--- config.mk ---
export PLATFORM = sky130hd
export DESIGN_NAME = lut_cfg_ctrl
export DESIGN_NICKNAME = d
export VERILOG_FILES = /design/src/rtl/lut_cfg_ctrl_pkg.sv /design/src/rtl/lut_cfg_ctrl_match.sv /design/src/rtl/lut_cfg_ctrl.sv
export SDC_FILE = /design/constraint.sdc
export NUM_CORES = 1
export LEC_CHECK = 0
export ABC_CLOCK_PERIOD_IN_PS = 4450
export CORE_ASPECT_RATIO = 1.75
export CORE_MARGIN = 4
export CORE_UTILIZATION = 46
export CTS_CLUSTER_SIZE = 28
export DETAILED_ROUTE_END_ITERATION = 8
export PLACE_DENSITY = 0.7
export SYNTH_ARGS = -nofsm -noshare
export SYNTH_HDL_FRONTEND = slang
export SYNTH_SLANG_ARGS = --single-unit
--- constraint.sdc ---
create_clock -name clk -period 4.45 [get_ports clk]
set_clock_uncertainty 0.1 [all_clocks]
set_input_delay 1.1125 -clock clk [delete_from_list [all_inputs] [get_ports clk]]
set_output_delay 1.1125 -clock clk [all_outputs]
set_load 0.005 [all_outputs]
--- src/rtl/lut_cfg_ctrl_pkg.sv ---
// Shared types and helpers for the key->data lookup table controller.
package lut_cfg_ctrl_pkg;

  localparam int DEF_KEY_NUM  = 4;
  localparam int DEF_KEY_LEN  = 2;
  localparam int DEF_DATA_LEN = 8;

  typedef enum logic {
    ST_IDLE  = 1'b0,
    ST_CLEAR = 1'b1
  } lut_state_e;

  // Index width with room for at least one out-of-range code, so that a
  // write to an index past the last entry can be expressed and flagged.
  function automatic int idxWidth(input int keyNum);
    return $clog2(keyNum + 1);
  endfunction

endpackage

--- src/rtl/lut_cfg_ctrl_match.sv ---
// Combinational key comparator: flags every valid entry whose key matches and
// ORs together the data of all matching entries.
module lut_cfg_ctrl_match
  import lut_cfg_ctrl_pkg::*;
#(
  parameter int KEY_NUM  = DEF_KEY_NUM,
  parameter int KEY_LEN  = DEF_KEY_LEN,
  parameter int DATA_LEN = DEF_DATA_LEN
) (
  input  logic [KEY_NUM-1:0]                i_valid,
  input  logic [KEY_NUM-1:0][KEY_LEN-1:0]   i_keys,
  input  logic [KEY_NUM-1:0][DATA_LEN-1:0]  i_data,
  input  logic [KEY_LEN-1:0]                i_key,
  output logic                              o_hit,
  output logic [DATA_LEN-1:0]               o_data
);

  // Scan all entries; duplicate valid keys merge their data bitwise.
  always_comb begin
    o_hit  = 1'b0;
    o_data = '0;
    for (int i = 0; i < KEY_NUM; i++) begin
      if (i_valid[i] && (i_keys[i] == i_key)) begin
        o_hit  = 1'b1;
        o_data = o_data | i_data[i];
      end
    end
  end

endmodule

--- src/rtl/lut_cfg_ctrl.sv ---
// Programmable key->data lookup table. Arbitrates config writes, a full-table
// invalidate sweep and lookups; results leave through one registered,
// backpressured output stage.
module lut_cfg_ctrl
  import lut_cfg_ctrl_pkg::*;
#(
  parameter int KEY_NUM     = DEF_KEY_NUM,
  parameter int KEY_LEN     = DEF_KEY_LEN,
  parameter int DATA_LEN    = DEF_DATA_LEN,
  parameter int HAS_DEFAULT = 1,
  localparam int IDX_W      = idxWidth(KEY_NUM)
) (
  input  logic                clk,
  input  logic                rst_n,
  input  logic                i_cfg_valid,
  output logic                o_cfg_ready,
  input  logic [IDX_W-1:0]    i_cfg_idx,
  input  logic [KEY_LEN-1:0]  i_cfg_key,
  input  logic [DATA_LEN-1:0] i_cfg_data,
  output logic                o_cfg_err,
  input  logic                i_clr_req,
  output logic                o_busy,
  input  logic [DATA_LEN-1:0] i_default_data,
  input  logic                i_lk_valid,
  output logic                o_lk_ready,
  input  logic [KEY_LEN-1:0]  i_lk_key,
  output logic                o_res_valid,
  input  logic                i_res_ready,
  output logic [DATA_LEN-1:0] o_res_data,
  output logic                o_res_hit
);

  localparam logic [IDX_W-1:0] LAST_IDX = IDX_W'(KEY_NUM - 1);
  localparam logic [IDX_W-1:0] NUM_IDX  = IDX_W'(KEY_NUM);

  lut_state_e                        r_state;
  lut_state_e                        w_nextState;
  logic [IDX_W-1:0]                  r_sweepIdx;
  logic [KEY_NUM-1:0]                r_valid;
  logic [KEY_NUM-1:0][KEY_LEN-1:0]   r_keys;
  logic [KEY_NUM-1:0][DATA_LEN-1:0]  r_data;
  logic                              r_resValid;
  logic                              r_resHit;
  logic [DATA_LEN-1:0]               r_resData;
  logic                              r_cfgErr;

  logic                              w_busy;
  logic                              w_cfgReady;
  logic                              w_lkReady;
  logic                              w_cfgAccept;
  logic                              w_lkAccept;
  logic                              w_idxInRange;
  logic                              w_matchHit;
  logic [DATA_LEN-1:0]               w_matchData;
  logic [DATA_LEN-1:0]               w_missData;

  assign w_cfgAccept  = i_cfg_valid && w_cfgReady;
  assign w_lkAccept   = i_lk_valid && w_lkReady;
  assign w_idxInRange = (i_cfg_idx < NUM_IDX);
  assign w_missData   = (HAS_DEFAULT != 0) ? i_default_data : '0;

  // The comparator always sees the registered table, so a write in the same
  // cycle as a lookup only becomes visible to the following lookup.
  lut_cfg_ctrl_match #(
    .KEY_NUM  (KEY_NUM),
    .KEY_LEN  (KEY_LEN),
    .DATA_LEN (DATA_LEN)
  ) u_match (
    .i_valid (r_valid),
    .i_keys  (r_keys),
    .i_data  (r_data),
    .i_key   (i_lk_key),
    .o_hit   (w_matchHit),
    .o_data  (w_matchData)
  );

  // State register.
  always_ff @(posedge clk or negedge rst_n) begin
    if (!rst_n) r_state <= ST_IDLE;
    else        r_state <= w_nextState;
  end

  // Next state: a clear request in IDLE starts the sweep, which ends on the last entry.
  always_comb begin
    w_nextState = r_state;
    case (r_state)
      ST_IDLE:  if (i_clr_req) w_nextState = ST_CLEAR;
      ST_CLEAR: if (r_sweepIdx == LAST_IDX) w_nextState = ST_IDLE;
      default:  w_nextState = ST_IDLE;
    endcase
  end

  // Handshake outputs: a pending clear request outranks both writes and lookups.
  always_comb begin
    w_busy     = (r_state == ST_CLEAR);
    w_cfgReady = (r_state == ST_IDLE) && !i_clr_req;
    w_lkReady  = w_cfgReady && (!r_resValid || i_res_ready);
  end

  // Sweep counter walks entries 0..KEY_NUM-1, one per CLEAR cycle.
  always_ff @(posedge clk or negedge rst_n) begin
    if (!rst_n)                    r_sweepIdx <= '0;
    else if (r_state != ST_CLEAR)  r_sweepIdx <= '0;
    else if (r_sweepIdx == LAST_IDX) r_sweepIdx <= '0;
    else                           r_sweepIdx <= r_sweepIdx + IDX_W'(1);
  end

  // Table storage: the sweep invalidates entries, accepted in-range writes fill them.
  always_ff @(posedge clk or negedge rst_n) begin
    if (!rst_n) begin
      r_valid <= '0;
      r_keys  <= '0;
      r_data  <= '0;
    end else begin
      for (int i = 0; i < KEY_NUM; i++) begin
        if ((r_state == ST_CLEAR) && (r_sweepIdx == IDX_W'(i))) begin
          r_valid[i] <= 1'b0;
        end else if (w_cfgAccept && (i_cfg_idx == IDX_W'(i))) begin
          r_valid[i] <= 1'b1;
          r_keys[i]  <= i_cfg_key;
          r_data[i]  <= i_cfg_data;
        end
      end
    end
  end

  // Out-of-range writes are still accepted but raise a one-cycle error pulse.
  always_ff @(posedge clk or negedge rst_n) begin
    if (!rst_n) r_cfgErr <= 1'b0;
    else        r_cfgErr <= w_cfgAccept && !w_idxInRange;
  end

  // Result register: loads on an accepted lookup, empties when consumed, otherwise holds.
  always_ff @(posedge clk or negedge rst_n) begin
    if (!rst_n) begin
      r_resValid <= 1'b0;
      r_resHit   <= 1'b0;
      r_resData  <= '0;
    end else if (w_lkAccept) begin
      r_resValid <= 1'b1;
      r_resHit   <= w_matchHit;
      r_resData  <= w_matchHit ? w_matchData : w_missData;
    end else if (i_res_ready) begin
      r_resValid <= 1'b0;
    end
  end

  assign o_cfg_ready = w_cfgReady;
  assign o_lk_ready  = w_lkReady;
  assign o_busy      = w_busy;
  assign o_cfg_err   = r_cfgErr;
  assign o_res_valid = r_resValid;
  assign o_res_hit   = r_resHit;
  assign o_res_data  = r_resData;

endmodule
=== Word-level counts from Yosys, hierarchy flattened ===
Index checks and enable logic that the tools add are counted.

* Bits in registers: 59
* Output and inout port bits: 14

* Equality and inequality tests: 10
* Mux-type cells: 24
* $lt $le $gt $ge: 1
* Reductions and logical operators: 32
* Add/sub/neg operators: 1
* Bitwise gates (word level): 8

{| class="wikitable"
|+ Operator list
! kind !! count
|-
| 2-to-1 mux 8 bit || 5
|-
| bitwise OR 8 bit || 3
|-
| logical AND 1 bit || 17
|-
| 2-to-1 mux 1 bit || 16
|-
| == test 3 x 2 -> 1 bit, second input constant || 4
|-
| nonzero test 2 bit || 5
|-
| == test 2 bit || 4
|-
| AND reduction 2 bit || 4
|-
| == test 3 x 1 -> 1 bit, second input constant || 2
|-
| logical NOT 3 bit || 2
|-
| 2-to-1 mux 3 bit || 2
|-
| NOT 1 bit || 5
|-
| adder 3 x 1 -> 3 bit, second input constant || 1
|-
| logical NOT 1 bit || 3
|-
| < comparator 3 bit, second input constant || 1
|-
| one-hot mux 1 bit (2 select lines) || 1
|-
| logical OR 1 bit || 1
|}

=== Longest topological paths before layout ===
Gate-level depths: netlist of the first run.

* Word-level depth: 10
* Mapped depth: 7

=== By module ===
Synthesis of the first run repeated with hierarchy kept, for this count alone.

* Cell total of the unflattened synthesis: 246
* Area total of the unflattened synthesis: 2866.5 um^2

{| class="wikitable"
|+ By module, submodules not included
! module !! area each (um^2) !! sequential area each (um^2) !! instances !! cells each
|-
| lut_cfg_ctrl || 2403.6 || 1476.4 || 1 || 157
|-
| lut_cfg_ctrl_match || 462.9 || 0.0 || 1 || 89
|}

=== Worst setup path before layout of the first run ===
No wires, ideal clock.

* Path type: input-to-output
* Start point: input port i_res_ready
* End point: output port o_lk_ready
* Path buffers: 0
* Stages: 2
* Slack: 1.820 ns
* Data arrival time: 1.418 ns
* Cell sequence: nand2b_1 > and2_1

* Word-level cells in the longest chain between the ends: 2

{| class="wikitable"
|+ RTL lines
! what !! line !! source
|-
| start: declaration || lut_cfg_ctrl.sv:28 || <nowiki>input logic i_res_ready,</nowiki>
|-
| logical OR 1 bit || lut_cfg_ctrl.sv:97 || <nowiki>w_lkReady = w_cfgReady && (!r_resValid || i_res_ready);</nowiki>
|-
| logical AND 1 bit || lut_cfg_ctrl.sv:97 ||
|-
| end: declaration || lut_cfg_ctrl.sv:25 || <nowiki>output logic o_lk_ready,</nowiki>
|}

Every way passes these cells.

=== Final worst setup path of the first run ===
* Start point: input port i_clr_req
* End point: output port o_lk_ready

* Word-level cells in the longest chain between the ends: 3

{| class="wikitable"
|+ RTL lines
! what !! line !! source
|-
| start: declaration || lut_cfg_ctrl.sv:21 || <nowiki>input logic i_clr_req,</nowiki>
|-
| logical NOT 1 bit || lut_cfg_ctrl.sv:96 || <nowiki>w_cfgReady = (r_state == ST_IDLE) && !i_clr_req;</nowiki>
|-
| logical AND 1 bit || lut_cfg_ctrl.sv:96 ||
|-
| logical AND 1 bit || lut_cfg_ctrl.sv:97 ||
|}

Every way passes these cells.

==> run metrics, run 1 <==
Final period util 0.800; Clock Pin Slew Worst Setup and Hold Paths 0.06 ns; Netlist cell types 29; die area 7420 µm²; Worst Setup Start Kind primary input; post-CTS resize count 0; CTS Buf Count 9; critical path's most frequent cell clkdlybuf4s50_1; FF-to-FF setup slack 2.35 ns; met3 Use GR 0.0558; met2 usage 0.285; Seq/Total Area, Yosys 0.529; most frequent cells in the layout dfrtp_1, clkdlybuf4s50_1, mux2_4; Critical Path RT 3.24 ns; post-synthesis register bit count 59; Die X-Extent 66.9 µm; commonest non-fill, non-tap cell in the layout dfrtp_1; DPL Wire Length 4190 µm; synthesized cell area 2790 µm²; critical-path maximum fanout 6; CP max stage delay 0.51 ns; Root Driver clkbuf_8; Post-Synth Simple-Gate Area 0.0772; # setup viols final 0; Slew @ Worst Pin 1.06 ns; Mapped Nets 231; worst skew pair latency 0.33 ns; maximum VDD drop 0.231 mV; most crowded layer after global routing met2; Avg Cell Area, Syn 14.1 µm²; wire length of the first global-routing pass 10100 µm; Diodes inserted 0; share of layout cells above drive strength 1 0.257; post-synthesis adder-cell area fraction 0.0179; dpl ws 0.882 ns; Antenna Violating Nets Remaining 0; worst r2r dst r_data[19]; drt wl/cell 18.2 µm; DR vias/cell 5.36; initial antenna violation count 0; RSZ-0062 raised after global routing false; # H-tree levels 3; 1st-pass router iterations 4; max frequency 281 MHz; count of pins over their slew limit 0; worst hold endpoint o_res_hit; Total GRT Usage 0.183; DRC violations left 0; worst path arrival time 2.35 ns; largest net degree at the start of global routing 49; post-synthesis instance total 198; Area growth, synth to finish 23.0%; FF/Latch Area 1480 µm²; Post-CTS Setup Bufs 0; crit end category output pin; P_leak 1.62 nW; number of global-route vias before repair 1960; Filler cells 504; WP buf/inv 2; clock sink total 59; Layout Nets 278; final worst setup slack 0.891 ns; Ys Warns 0; GPL Wtd Cong 0.746; Worst slew margin 0.296; Final Critical Period 3.56 ns; crit-path leading delay family buffers and inverters; max-cap violations 0; reg2reg start o_busy; initial detailed-routing violation count 85; Std-Cell Rows 37; post-synthesis xor/xnor area fraction 0.0251; outcome completed; PwrDens 514 nW/µm²; final WL 5940 µm; Die Height 111 µm; slowest CP cell clkdlybuf4s50_1; multiplexer share of the synthesized area 0.210; setup_tns 0 ns; crit path cell chain clkdlybuf4s50_1 > nor2_4 > and2_1 > clkdlybuf4s50_1; GR Util met1 0.237; clock tree buffer depth 2; starting density of the core 0.474; Vias 1752; core area 5880 µm²; hold crit path type reg -> reg; Setup CP Type in -> out; multi-input logic area 1220 µm²; global route overflow 0; CTS tree yes; IO Pins 43; worst r2r path cells 6; Worst Hold Depth 1; largest family of logic cells by synthesized area multiplexers; CTS Hold Bufs 0; HP Start o_res_hit; Compound-Gate Fraction of Synth Area 0.106; port bufs 42; Final Hold Viols 0
cell type report:
type | instances | share of cell area
sequential | 59 | 0.430
tap | 78 | 0.0284
clock inverter | 2 | 0.00292
clock buffer | 13 | 0.0492
inverter | 2 | 0.00219
timing repair buffer | 47 | 0.132
multi-input combinational | 126 | 0.355
logic make-up (layout without fill, tap and decap cells):
family	Yosys count	after routing
flip-flops	59	59
multiplexers	40	40
AND/OR/NAND/NOR	38	38
AO/OA/AOI/OAI	36	36
buffers and inverters	13	64
XOR/XNOR	8	8
adder cells (fa/ha/maj)	4	4
routing by layer:
metal	share of wire	vias up
met4	0.014	0
met2	0.52	40
li1	-	820
met1	0.42	884
met5	0	-
met3	0.042	8
flip-flops by register name, indices dropped and copies added (netlist names):
signal / cells
o_busy: 1
o_cfg_err: 1
o_res_data: 8
o_res_hit: 1
o_res_valid: 1
r_data: 32
r_keys: 8
r_sweepIdx: 3
r_valid: 4
cells in the mapped netlist:
cell type | instances | area, µm²
nand4b_1 | 2 | 17.5
a21o_1 | 2 | 15.0
nand2_1 | 13 | 48.8
a21oi_1 | 1 | 5.00
buf_4 | 4 | 30.0
dfrtp_1 | 59 | 1480
mux2_4 | 36 | 541
clkbuf_1 | 1 | 3.75
and2b_1 | 1 | 7.51
nor2_1 | 2 | 7.51
a221o_1 | 8 | 80.1
nand2b_1 | 2 | 12.5
and2_1 | 1 | 6.26
buf_1 | 1 | 3.75
nand3_1 | 5 | 25.0
nand4_1 | 2 | 12.5
a21boi_1 | 8 | 60.1
inv_1 | 2 | 7.51
clkbuf_2 | 1 | 5.00
a22oi_1 | 16 | 120
nor2_2 | 1 | 6.26
ha_1 | 4 | 50.1
buf_6 | 4 | 45.0
and4bb_4 | 1 | 16.3
a41oi_2 | 1 | 16.3
xnor2_1 | 8 | 70.1
nor2_4 | 1 | 11.3
and3_1 | 7 | 43.8
mux2_2 | 4 | 45.0
power by group:
group | internal [W] | switching (W)
clock | 0.000243 | 0.000192
combinational | 0.000332 | 0.000167
sequential | 0.000715 | 0.000114
through the flow:
| step | cell area (µm²) | cells | utilization | hold slack, ns | power [W] |
|---|---|---|---|---|---|
| floorplan | 2790 | 198 | - | 0.358 | 0.00113 |
| global placement | 3250 | 312 | 0.553 | 0.362 | 0.00132 |
| detailed placement | 3250 | 312 | 0.553 | 0.366 | 0.00134 |
| CTS | 3430 | 327 | 0.584 | 0.380 | 0.00179 |
| global route | 3430 | 327 | 0.584 | 0.406 | 0.00187 |
| finish | 3430 | 327 | 0.584 | 0.376 | 0.00176 |
how the worst max path moves through the flow:
| stage | start | end | slack, ns | cells past startpoint |
|---|---|---|---|---|
| finish | i_clr_req | o_lk_ready | 0.89 | 4 |
| global placement | i_clr_req | o_lk_ready | 0.92 | 4 |
| global route | i_clr_req | o_lk_ready | 0.81 | 4 |
| floorplan | i_res_ready | o_lk_ready | 1.82 | 2 |
| detailed placement | i_clr_req | o_lk_ready | 0.88 | 4 |
| CTS | i_clr_req | o_lk_ready | 0.87 | 4 |
worst reg2reg max path, delay by kind of cell, from the launching register on:
| family | cells | cell delay [ns] |
|---|---|---|
| buf+inv | 1 | 0.34 |
| flops | 1 | 0.45 |
| mux | 1 | 0.31 |
| simple gates | 4 | 0.79 |
Note: power is estimated with default switching activity, not from simulation.
==> run 2: changes to the inputs <==
Settings changed: ABC_CLOCK_PERIOD_IN_PS 4450 to 3500.
Clock period 4.45 ns to 3.5 ns, I/O delays scaled along.
==> run 2 against run 1 <==
- global-route usage barely moved
- largest power group unchanged
- highest routed layer unchanged
- worst hold slack better by 0.0021 ns
- critical path depth stayed put
- via count rose by 3.4%
- register-to-register slack got worse by 0.97 ns
- sequential share of layout area decreased by 0.60 points
==> run metrics, run 2 (synthesized netlist as in run 1, its figures left out) <==
outcome completed; PwrDens 671 nW/µm²; wire length of the first global-routing pass 9970 µm; Worst slew margin 0.566; DPL Wire Length 4320 µm; Setup CP Type in -> out; FF/Latch Area 1480 µm²; slowest CP cell clkdlybuf4s50_1; Total GRT Usage 0.183; most frequent cells in the layout dfrtp_1, clkdlybuf4s50_1, mux2_4; commonest non-fill, non-tap cell in the layout dfrtp_1; Worst Hold Depth 1; hold crit path type reg -> reg; largest net degree at the start of global routing 28; critical path's most frequent cell clkdlybuf4s50_1; Filler cells 509; post-CTS resize count 0; max reg flops 32; HP Start o_res_hit; Vias 1812; Final Hold Viols 0; Top reg by flops r_data; crit end category output pin; worst path arrival time 2.11 ns; core area 5880 µm²; DRC violations left 0; critical-path maximum fanout 6; count of pins over their slew limit 0; design area 3480 µm²; starting density of the core 0.474; die area 7420 µm²; # H-tree levels 3; P_leak 1.65 nW; initial detailed-routing violation count 93; worst r2r path cells 6; Std-Cell Rows 37; reg2reg start o_busy; Critical Path RT 2.52 ns; Final period util 0.881; drt wl/cell 18.4 µm; clock sink total 59; port bufs 42; CTS Buf Count 9; global route overflow 0; multi-input logic area 1220 µm²; Layout Nets 280; Area growth, synth to finish 24.8%; clock tree buffer depth 2; Root Driver clkbuf_8; initial antenna violation count 0; FF-to-FF setup slack 1.38 ns; Area after DPL 3270 µm²; 1st-pass router iterations 4; share of layout cells above drive strength 1 0.270; setup_tns 0 ns; Tot Pwr 0.00233 W; RSZ-0062 raised after global routing false; DR vias/cell 5.49; Post-CTS Setup Bufs 0; CTS tree yes; worst hold endpoint o_res_hit; Die Height 111 µm; Post-Layout Cell Count 330; max frequency 324 MHz; final WL 6060 µm; Diodes inserted 0; Antenna Violating Nets Remaining 0; placed cells 314; maximum VDD drop 0.362 mV; Slew @ Worst Pin 0.649 ns; IO Pins 43; crit path cell chain clkdlybuf4s50_1 > nor2_4 > and2_1 > clkdlybuf4s50_1; Worst Setup Start Kind primary input; CP max stage delay 0.49 ns; max-cap violations 0; GPL Wtd Cong 0.741; Clock Pin Slew Worst Setup and Hold Paths 0.06 ns; worst skew pair latency 0.33 ns; worst r2r dst r_data[14]; CTS Hold Bufs 0; # setup viols final 0; dpl ws 0.414 ns; final worst setup slack 0.417 ns; number of global-route vias before repair 1963; Die X-Extent 66.9 µm; Final Critical Period 3.08 ns
run 2: cell count changes in the layout (fill, tap and decap cells not counted), sizes merged:
cell	delta
clkbuf	-1
clkinvlp	+1
bufinv	+1
buf	+2
run 2: critical path, delay by kind of cell:
family                 cells  cell delay [ns]
and+or+nand+nor            2             0.29
buffers and inverters      2             0.94
run 2: power by group:
group / leakage [nW] / internal (W) / switching, W / total, W
clock: 0.108 / 0.000384 / 0.000258 / 0.000642
combinational: 0.751 / 0.000423 / 0.000213 / 0.000637
sequential: 0.786 / 0.000908 / 0.000147 / 0.00106
run 2: final cells by class:
type                       instances  share of cell area
multi-input combinational        126               0.350
tap                               78              0.0280
timing repair buffer              49               0.134
sequential                        59               0.424
clock inverter                     4              0.0137
inverter                           2             0.00216
clock buffer                      12              0.0475
run 2: how the worst max path moves through the flow:
stage	startpoint	endpoint	slack, ns	cells past startpoint
2_1_floorplan	i_res_ready	o_lk_ready	1.34	2
3_3_place_gp	i_clr_req	o_lk_ready	0.44	4
3_5_place_dp	i_clr_req	o_lk_ready	0.41	4
4_1_cts	i_clr_req	o_lk_ready	0.40	4
5_1_grt	i_clr_req	o_lk_ready	0.35	4
6_report	i_clr_req	o_lk_ready	0.42	4
run 2: routing by layer:
layer	wire length, µm	up-vias	global-route usage
met4	147	0	0.0840
li1	-	823	-
met5	0	-	0
met3	274	9	0.0426
met1	2390	930	0.217
met2	3250	50	0.304
run 2: metrics by stage:
| step | hold slack (ns) | utilization |
|---|---|---|
| global placement | 0.359 | 0.556 |
| floorplan | 0.358 | - |
| finish | 0.378 | 0.592 |
| global route | 0.392 | 0.592 |
| detailed placement | 0.367 | 0.556 |
| CTS | 0.382 | 0.592 |
==> run 3: changes to the inputs <==
Settings changed: CTS_CLUSTER_SIZE 28 to 14.
==> results of run 3 <==
Same layout as run 2: the final DEF is identical, and so are final timing and power.
